==> config.mk <==
export PLATFORM = sky130hd
export DESIGN_NAME = seq_signed_multiplier
export DESIGN_NICKNAME = d
export VERILOG_FILES = /design/src/rtl/seq_signed_multiplier.sv
export SDC_FILE = /design/constraint.sdc
export NUM_CORES = 1
export LEC_CHECK = 0
export ABC_AREA = 1
export CORE_AREA = 4 4 83 85
export DETAILED_ROUTE_END_ITERATION = 10
export DIE_AREA = 0 0 87 89
export PLACE_DENSITY_LB_ADDON = 0.15
export REMOVE_ABC_BUFFERS = 1
export SETUP_SLACK_MARGIN = 0.1
export SYNTH_ARGS = -nofsm -noshare
export SYNTH_HDL_FRONTEND = slang
export SYNTH_SLANG_ARGS = --single-unit
==> constraint.sdc <==
create_clock -name clk -period 2.78 [get_ports clk]
set_input_delay 0.417 -clock clk [delete_from_list [all_inputs] [get_ports clk]]
set_output_delay 0.417 -clock clk [all_outputs]
set_load 0.05 [all_outputs]
==> src/rtl/seq_signed_multiplier.sv <==
// -----------------------------------------------------------------------------
// seq_signed_multiplier
//   Sequential shift-add multiplier with runtime signed/unsigned mode. The
//   result is in sign-magnitude form: c holds the 2*WIDTH-bit magnitude and
//   neg holds the sign. This form drives the 7-segment display path directly.
//
//   Operation: the operand magnitudes are latched on the accepting edge. One
//   shift-add iteration runs per clock. done rises WIDTH cycles after the
//   accepting edge. c and neg keep their value until the next result replaces
//   them.
//
// Parameters
//   WIDTH        operand width (>= 2); product magnitude is 2*WIDTH bits
//
// Ports
//   clk          system clock, rising edge
//   rst          asynchronous active-high reset
//   start        request, level-sampled in IDLE only
//   signed_mode  1 = A/B are two's complement, 0 = unsigned (sampled with start)
//   A, B         multiplicand / multiplier
//   c            product magnitude
//   neg          product sign (1 = negative, never set for a zero product)
//   busy         high while iterating
//   done         high while the result is presented (until start drops)
//
// Configuration
//   SEQ_MULT_EARLY_EXIT_EN  when defined, CALC ends as soon as the shifted
//                           multiplier is zero. There is always at least one
//                           iteration. Results are identical; only latency
//                           changes.
// -----------------------------------------------------------------------------
module seq_signed_multiplier #(
  parameter int WIDTH = 6
) (
  input  logic               clk,
  input  logic               rst,
  input  logic               start,
  input  logic               signed_mode,
  input  logic [WIDTH-1:0]   A,
  input  logic [WIDTH-1:0]   B,
  output logic [2*WIDTH-1:0] c,
  output logic               neg,
  output logic               busy,
  output logic               done
);

  localparam int PW = 2 * WIDTH;
  localparam int CW = $clog2(WIDTH + 1);

  typedef enum logic [1:0] {S_IDLE, S_CALC, S_DONE} state_e;

  state_e           state_q, state_d;
  logic [PW-1:0]    acc_q, acc_d;
  logic [PW-1:0]    mcand_q, mcand_d;
  logic [WIDTH-1:0] mplr_q, mplr_d;
  logic [CW-1:0]    count_q, count_d;
  logic             sign_q, sign_d;     // sign_a ^ sign_b of the operation
  logic [PW-1:0]    c_q, c_d;
  logic             neg_q, neg_d;
  logic             busy_q, busy_d;
  logic             done_q, done_d;

  // Operand magnitudes. When the sign bit is set, the operand is negated.
  // The value -2^(W-1) maps to 2^(W-1), and that still fits in W unsigned bits.
  logic             a_neg, b_neg;
  logic [WIDTH-1:0] a_mag, b_mag;
  logic [PW-1:0]    acc_sum;
  logic [WIDTH-1:0] mplr_next;
  logic             last_iter;

  always_comb begin
    a_neg = signed_mode & A[WIDTH-1];
    b_neg = signed_mode & B[WIDTH-1];
    a_mag = a_neg ? (~A + 1'b1) : A;
    b_mag = b_neg ? (~B + 1'b1) : B;

    // The partial sum cannot overflow: the final magnitude is at most
    // (2^W - 1)^2, which is below 2^(2W).
    acc_sum   = mplr_q[0] ? (acc_q + mcand_q) : acc_q;
    mplr_next = mplr_q >> 1;
`ifdef SEQ_MULT_EARLY_EXIT_EN
    // Once the multiplier has no set bits left, further iterations add nothing.
    last_iter = (count_q == CW'(WIDTH - 1)) || (mplr_next == '0);
`else
    last_iter = (count_q == CW'(WIDTH - 1));
`endif
  end

  // NOTE: every variable written below gets a default first. Without that, any
  // path that skips an assignment would infer a latch.
  always_comb begin
    state_d = state_q;
    acc_d   = acc_q;
    mcand_d = mcand_q;
    mplr_d  = mplr_q;
    count_d = count_q;
    sign_d  = sign_q;
    c_d     = c_q;
    neg_d   = neg_q;
    busy_d  = busy_q;
    done_d  = done_q;

    unique case (state_q)
      S_IDLE: begin
        if (start) begin
          state_d = S_CALC;
          sign_d  = a_neg ^ b_neg;
          mcand_d = {{WIDTH{1'b0}}, a_mag};
          mplr_d  = b_mag;
          acc_d   = '0;
          count_d = '0;
          busy_d  = 1'b1;
        end
      end

      S_CALC: begin
        acc_d   = acc_sum;
        mcand_d = mcand_q << 1;
        mplr_d  = mplr_next;
        count_d = count_q + 1'b1;
        if (last_iter) begin
          state_d = S_DONE;
          c_d     = acc_sum;
          neg_d   = sign_q & (acc_sum != '0);  // no negative zero
          busy_d  = 1'b0;
          done_d  = 1'b1;
        end
      end

      S_DONE: begin
        // c and neg stay valid in IDLE so the display does not blank.
        if (!start) begin
          state_d = S_IDLE;
          done_d  = 1'b0;
        end
      end

      default: begin
        state_d = S_IDLE;
        busy_d  = 1'b0;
        done_d  = 1'b0;
      end
    endcase
  end

  // NOTE: registers take their next values with non-blocking assignments.
  // This way all flops update together on the edge, whatever order the
  // statements are in.
  always_ff @(posedge clk or posedge rst) begin
    if (rst) begin
      state_q <= S_IDLE;
      acc_q   <= '0;
      mcand_q <= '0;
      mplr_q  <= '0;
      count_q <= '0;
      sign_q  <= 1'b0;
      c_q     <= '0;
      neg_q   <= 1'b0;
      busy_q  <= 1'b0;
      done_q  <= 1'b0;
    end else begin
      state_q <= state_d;
      acc_q   <= acc_d;
      mcand_q <= mcand_d;
      mplr_q  <= mplr_d;
      count_q <= count_d;
      sign_q  <= sign_d;
      c_q     <= c_d;
      neg_q   <= neg_d;
      busy_q  <= busy_d;
      done_q  <= done_d;
    end
  end

  assign c    = c_q;
  assign neg  = neg_q;
  assign busy = busy_q;
  assign done = done_q;

endmodule

==> results of run 1 <==
-- cell type report --
type | instances | area, um2
flip-flops and latches | 51 | 1280
multi-input cells | 273 | 1440
clock inverters | 2 | 13.8
inverters | 60 | 225
repair buffers | 32 | 315
clock buffers | 5 | 68.8
well taps | 77 | 96.3
fillers | 584 | 2770
-- power by group through the flow --
| stage | Clock, W | Combinational, W | Sequential, W |
|---|---|---|---|
| final | 0.000417 | 0.00264 | 0.00133 |
| after global routing | 0.000460 | 0.00299 | 0.00137 |
| after CTS | 0.000427 | 0.00265 | 0.00133 |
| after detailed placement | 0 | 0.00264 | 0.00134 |
| after global placement | 0 | 0.00262 | 0.00134 |
| after floorplan | 0 | 0.00163 | 0.00160 |
-- worst min path at each step --
stage | startpoint | end | slack [ns]
4_1_cts | state_q[0] | busy | 0.47
3_3_place_gp | state_q[0] | busy | 0.45
6_report | state_q[0] | busy | 0.47
3_5_place_dp | state_q[0] | busy | 0.47
5_1_grt | state_q[0] | busy | 0.48
2_1_floorplan | state_q[0] | busy | 0.44
-- cell usage in the layout, fill, tap and decap left out, types with 2 or more instances in the layout --
cell type / count
xnor2_1: 4
a21oi_1: 9
inv_2: 9
o21ai_1: 18
nand2_2: 7
inv_1: 51
o21ai_0: 22
buf_4: 2
nand3_1: 28
a22oi_1: 10
nor2_4: 2
dfrtp_1: 51
ha_1: 15
clkdlybuf4s50_1: 30
nand2_1: 110
o22ai_1: 12
clkbuf_8: 5
nor2_1: 18
nor3_1: 4
nand4_1: 2
a31oi_1: 2
-- Yosys cell counts (6+ instances only) --
cell type | n | area share
inv_1 | 52 | 0.065
ha_1 | 15 | 0.063
o22ai_1 | 12 | 0.025
o21ai_1 | 18 | 0.030
buf_2 | 6 | 0.010
nand2_1 | 110 | 0.14
o21ai_0 | 22 | 0.037
dfrtp_1 | 51 | 0.43
inv_2 | 8 | 0.010
a22oi_1 | 10 | 0.025
a21oi_1 | 9 | 0.015
nand3_1 | 28 | 0.047
nand2_2 | 7 | 0.015
nor2_1 | 18 | 0.023
-- cells by family (layout without fill, tap and decap cells) --
logic type	count (synthesis)	after routing	share of synthesized area
xor+xnor	5	5	0.0146
compound gates	76	76	0.145
flops	51	51	0.427
buf+inv	69	99	0.0904
fa+ha+maj	16	16	0.0695
simple gates	176	176	0.254
-- metal layers --
| metal | vias up | routed length [um] | global-route usage |
|---|---|---|---|
| met5 | - | 0 | 0 |
| met1 | 1213 | 3340 | 0.263 |
| li1 | 1339 | - | - |
| met3 | 6 | 271 | 0.0341 |
| met2 | 44 | 3260 | 0.334 |
| met4 | 0 | 82 | 0.0524 |
-- per-stage QoR --
step	instance area [um2]	total power [W]	setup slack, ns	utilization	std cells
final	3440	0.00439	0.503	0.554	500
after global routing	3440	0.00482	0.302	0.554	500
after detailed placement	3360	0.00398	0.521	0.541	493
after floorplan	2950	0.00323	0.849	-	384
after CTS	3440	0.00441	0.508	0.554	500
after global placement	3360	0.00395	0.520	0.541	493
-- critical path, stage by stage (launching register included) --
cell	delay [ns]
dfrtp_1	0.41
ha_1	0.26
fa_1	0.46
nand2_1	0.09
nand3_1	0.14
nand2_1	0.10
nand2_1	0.05
nand2_1	0.05
o21ai_1	0.08
nor2_1	0.21
nand2_1	0.08
nor2_1	0.11
nand2_1	0.06
nand2_1	0.05
nand2_1	0.04
-- state kept, by name, summed over array words and instances (netlist names) --
name,cells
sign_q,1
done,1
state_q,2
mplr_q,6
acc_q,12
count_q,3
mcand_q,12
c,12
busy,1
neg,1
==> results.json, run 1 <==
{
  "outcome": "finished clean",
  "period_minus_slack_ns": 2.28,
  "design.die.area_mm2": 0.00774,
  "crit_type": "reg2reg",
  "fin_skew_ns": 0.0136,
  "combPwrFrac": 0.602,
  "drv_slew": 0,
  "area_delta_synth_final_pct": 15.0,
  "postCtsSetupBuffers": 0,
  "drt_iter0_markers": 113,
  "grt_pass1_vias": 2556,
  "power_frac_seq": 0.303,
  "numPortBuffers": 30,
  "setup_violations": 0,
  "p_sw_frac": 0.510,
  "clkPwrFrac": 0.095,
  "synthArstFlopShare": 1.00,
  "ys.flop_type": "dfrtp_1",
  "clkSinkCount": 51,
  "synth_edf_count": 0,
  "reg2reg_depth": 14,
  "wl_per_cell_um": 13.9,
  "holdBufCountCts": 0,
  "fp-row-count": 29,
  "p_sw_w": 0.00224,
  "peakVddDrop_v": 0.000778,
  "yosysSeqAreaShare": 0.427,
  "start_kind": "flip-flop",
  "crit_path_end_kind": "flip-flop",
  "vias_per_cell": 5.20,
  "hold_viol_final": 0,
  "dp_hpwl_um": 5150,
  "synth_cell_types": 32,
  "grt-ovfl-total": 0,
  "maxCapViolCount": 0,
  "internal_power_w": 0.00215,
  "max_slew_margin": 0.571,
  "critPathArrivalTime_ns": 2.49,
  "min_period_over_period": 0.819,
  "cts_buffer_depth": 2,
  "reg2reg_from": "mcand_q[0]",
  "grt_max_degree": 52,
  "core_area_mm2": 0.00620,
  "ant_nets": 0,
  "antenna_found_initial": 0,
  "clockRootBuffer": "clkbuf_8",
  "yosys_register_bits": 51,
  "detail_route.drc_violations": 0,
  "gp_congestion": 0.908,
  "min_path_cells": 1,
  "rsz0062_at_grt": "no",
  "yosysWarnings": 0,
  "track_usage": 0.198,
  "hold_path_class": "reg2reg",
  "setup_tns_ns": 0,
  "dr.pass1.iters": 5,
  "layout.nets": 455,
  "p_leak_nw": 1.74,
  "insertion_delay_ns": 0.30,
  "worst_pin_slew_ns": 0.644,
  "fmax_ghz": 0.439,
  "grt_pass1_wl_um": 12000,
  "ctsHtreeMaxLevel": 2,
  "cts_tree": "yes",
  "synth.avg_cell_area_um2": 7.61,
  "clk_pin_slew_worst_paths_ns": 0.10,
  "wirelength_um": 6950,
  "cellPowerDensity_mw_per_mm2": 1280,
  "diodes": 0,
  "whs_ns": 0.466,
  "syn_area_mm2": 0.00299,
  "rr_endpoint": "neg",
  "die_y_um": 89,
  "start_util": 0.482,
  "drive_gt1_frac": 0.0780,
  "dr_total_vias": 2602,
  "required_ns": 2.99,
  "cp_max_fo": 4,
  "syn_inst": 393,
  "die_w_um": 87,
  "cp-endpoint": "neg",
  "ctsResizeCount": 0,
  "cts-buffers-inserted": 5,
  "regToRegSetupSlack_ns": 0.50,
  "ios": 31,
  "crit_start": "mcand_q[0]"
}
Power figures use the tool's default switching activity.
==> run 2: changes to the inputs <==
==> constraint.sdc (replaced) <==
create_clock -name clk -period 2.2 [get_ports clk]
set_input_delay 0.33 -clock clk [delete_from_list [all_inputs] [get_ports clk]]
set_output_delay 0.33 -clock clk [all_outputs]
set_load 0.05 [all_outputs]
==> run 2 against run 1 <==
Against the previous run: fmax grew 11%; largest cell class unchanged; sequential power is 25% higher; cell count rose by 2.2%; via count grew 3.0%; critical path type unchanged; critical endpoint unchanged.
==> results.json, run 2 (synthesis results as in run 1) <==
{
  "outcome": "finished clean",
  "drive_gt1_frac": 0.113,
  "p_sw_w": 0.00290,
  "clkPwrFrac": 0.117,
  "clockRootBuffer": "clkbuf_8",
  "hold_viol_final": 0,
  "start_kind": "flip-flop",
  "design.die.area_mm2": 0.00774,
  "wl_per_cell_um": 13.5,
  "cts_tree": "yes",
  "grt_pass1_vias": 2454,
  "fp-row-count": 29,
  "grt-ovfl-total": 0,
  "internal_power_w": 0.00302,
  "cp_max_fo": 3,
  "cts_buffer_depth": 2,
  "dp_hpwl_um": 5290,
  "die_w_um": 87,
  "insertion_delay_ns": 0.31,
  "power_frac_seq": 0.280,
  "period_minus_slack_ns": 2.05,
  "fmax_ghz": 0.488,
  "cpPeakStageDelay_ns": 0.42,
  "max_slew_margin": 0.658,
  "worst_pin_slew_ns": 0.512,
  "fin_util": 0.579,
  "clkSinkCount": 51,
  "crit_path_end_kind": "flip-flop",
  "maxCapViolCount": 0,
  "hold_path_class": "in2async",
  "drv_slew": 0,
  "cts-buffers-inserted": 5,
  "wirelength_um": 6920,
  "path_cells": "ha_4 > fa_2 > xnor2_1 > o21ai_1 > nor2_2 > nand3_1 > nor2_2 > nand2_1 > nor2_1 > nand2_1 > nand2_1 > nand2_1",
  "setup_violations": 0,
  "p_sw_frac": 0.490,
  "peakVddDrop_v": 0.000870,
  "dr_total_vias": 2681,
  "cpMaxStageDelayCell": "dfrtp_1",
  "start_util": 0.482,
  "antenna_found_initial": 0,
  "area_delta_synth_final_pct": 20.0,
  "core_area_mm2": 0.00620,
  "required_ns": 2.41,
  "ctsHtreeMaxLevel": 2,
  "p_leak_nw": 1.81,
  "grt_pass1_wl_um": 11400,
  "detail_route.drc_violations": 0,
  "combPwrFrac": 0.603,
  "grt_max_degree": 52,
  "numPortBuffers": 30,
  "crit_type": "reg2reg",
  "critPathArrivalTime_ns": 2.26,
  "fin_skew_ns": 0.0101,
  "die_y_um": 89,
  "rsz0062_at_grt": "yes",
  "crit_path_frequent_cell": "nand2_1",
  "drt_iter0_markers": 156,
  "cellPowerDensity_mw_per_mm2": 1650,
  "vias_per_cell": 5.25,
  "layout_common_cells": "110 x nand2_1, 51 x inv_1, 51 x dfrtp_1",
  "clk_pin_slew_worst_paths_ns": 0.09,
  "holdBufCountCts": 0,
  "dr.pass1.iters": 4,
  "ios": 31,
  "gp_congestion": 0.895,
  "track_usage": 0.188,
  "setup_tns_ns": 0,
  "diodes": 0,
  "layout_commonest_cell": "nand2_1",
  "layout.nets": 465,
  "min_period_over_period": 0.932,
  "ant_nets": 0
}
-- run 2: worst max-delay path, delay by kind of cell (launching register included) --
kind,cells,cell delay (ns)
flip-flops,1,0.42
AND/OR/NAND/NOR,8,0.66
adder cells (fa/ha/maj),2,0.55
AO/OA/AOI/OAI,1,0.12
XOR/XNOR,1,0.18
-- run 2: what timing repair did --
item | CTS | global route
pin swaps | 0 | 2
setup buffers | 1 | 1
resized for setup | 4 | 2
endpoints found under the setup margin | 1 | 1
-- run 2: routing by layer --
layer / vias up / track usage / routed length, um
li1: 1357 / - / -
met1: 1271 / 0.250 / 3210
met2: 47 / 0.323 / 3370
met3: 6 / 0.0276 / 261
met4: 0 / 0.0467 / 77
met5: - / 0 / 0
-- run 2: cell type report --
cell class / count / area, um2
multi-input combinational: 273 / 1470
timing repair buffer: 42 / 403
clock buffer: 6 / 82.6
inverter: 60 / 225
fill: 595 / 2620
clock inverter: 2 / 38.8
sequential: 51 / 1280
tap: 77 / 96.3
-- run 2: per-stage QoR --
stage                     hold WS (ns)  power [W]  instance area (um2)  cells  setup slack, ns
final                            0.372    0.00592                 3590    511            0.149
after global placement           0.457    0.00512                 3430    501           0.0743
after global routing             0.418    0.00643                 3590    511          0.00971
after floorplan                  0.438    0.00408                 2950    384            0.269
after detailed placement         0.448    0.00516                 3430    501           0.0383
after CTS                        0.384    0.00592                 3580    510            0.121
-- run 2: path summary, 6_finish.rpt --
check | from | end | slack [ns] | cells after the start
hold / removal | rst | done | 0.37 | 3
hold reg to reg | state_q[0] | busy | 0.46 | 1
min in group clk | state_q[0] | busy | 0.46 | 1
max in group asynchronous | rst | mplr_q[5] | 1.58 | 3
setup reg to reg | mcand_q[0] | neg | 0.15 | 12
setup / recovery | mcand_q[0] | neg | 0.15 | 12
-- run 2: power by group through the flow --
stage | clock, W | combinational [W] | sequential (W)
finish | 0.000692 | 0.00357 | 0.00166
global route | 0.000735 | 0.00399 | 0.00171
CTS | 0.000704 | 0.00356 | 0.00166
detailed placement | 0 | 0.00350 | 0.00166
global placement | 0 | 0.00347 | 0.00165
floorplan | 0 | 0.00206 | 0.00202
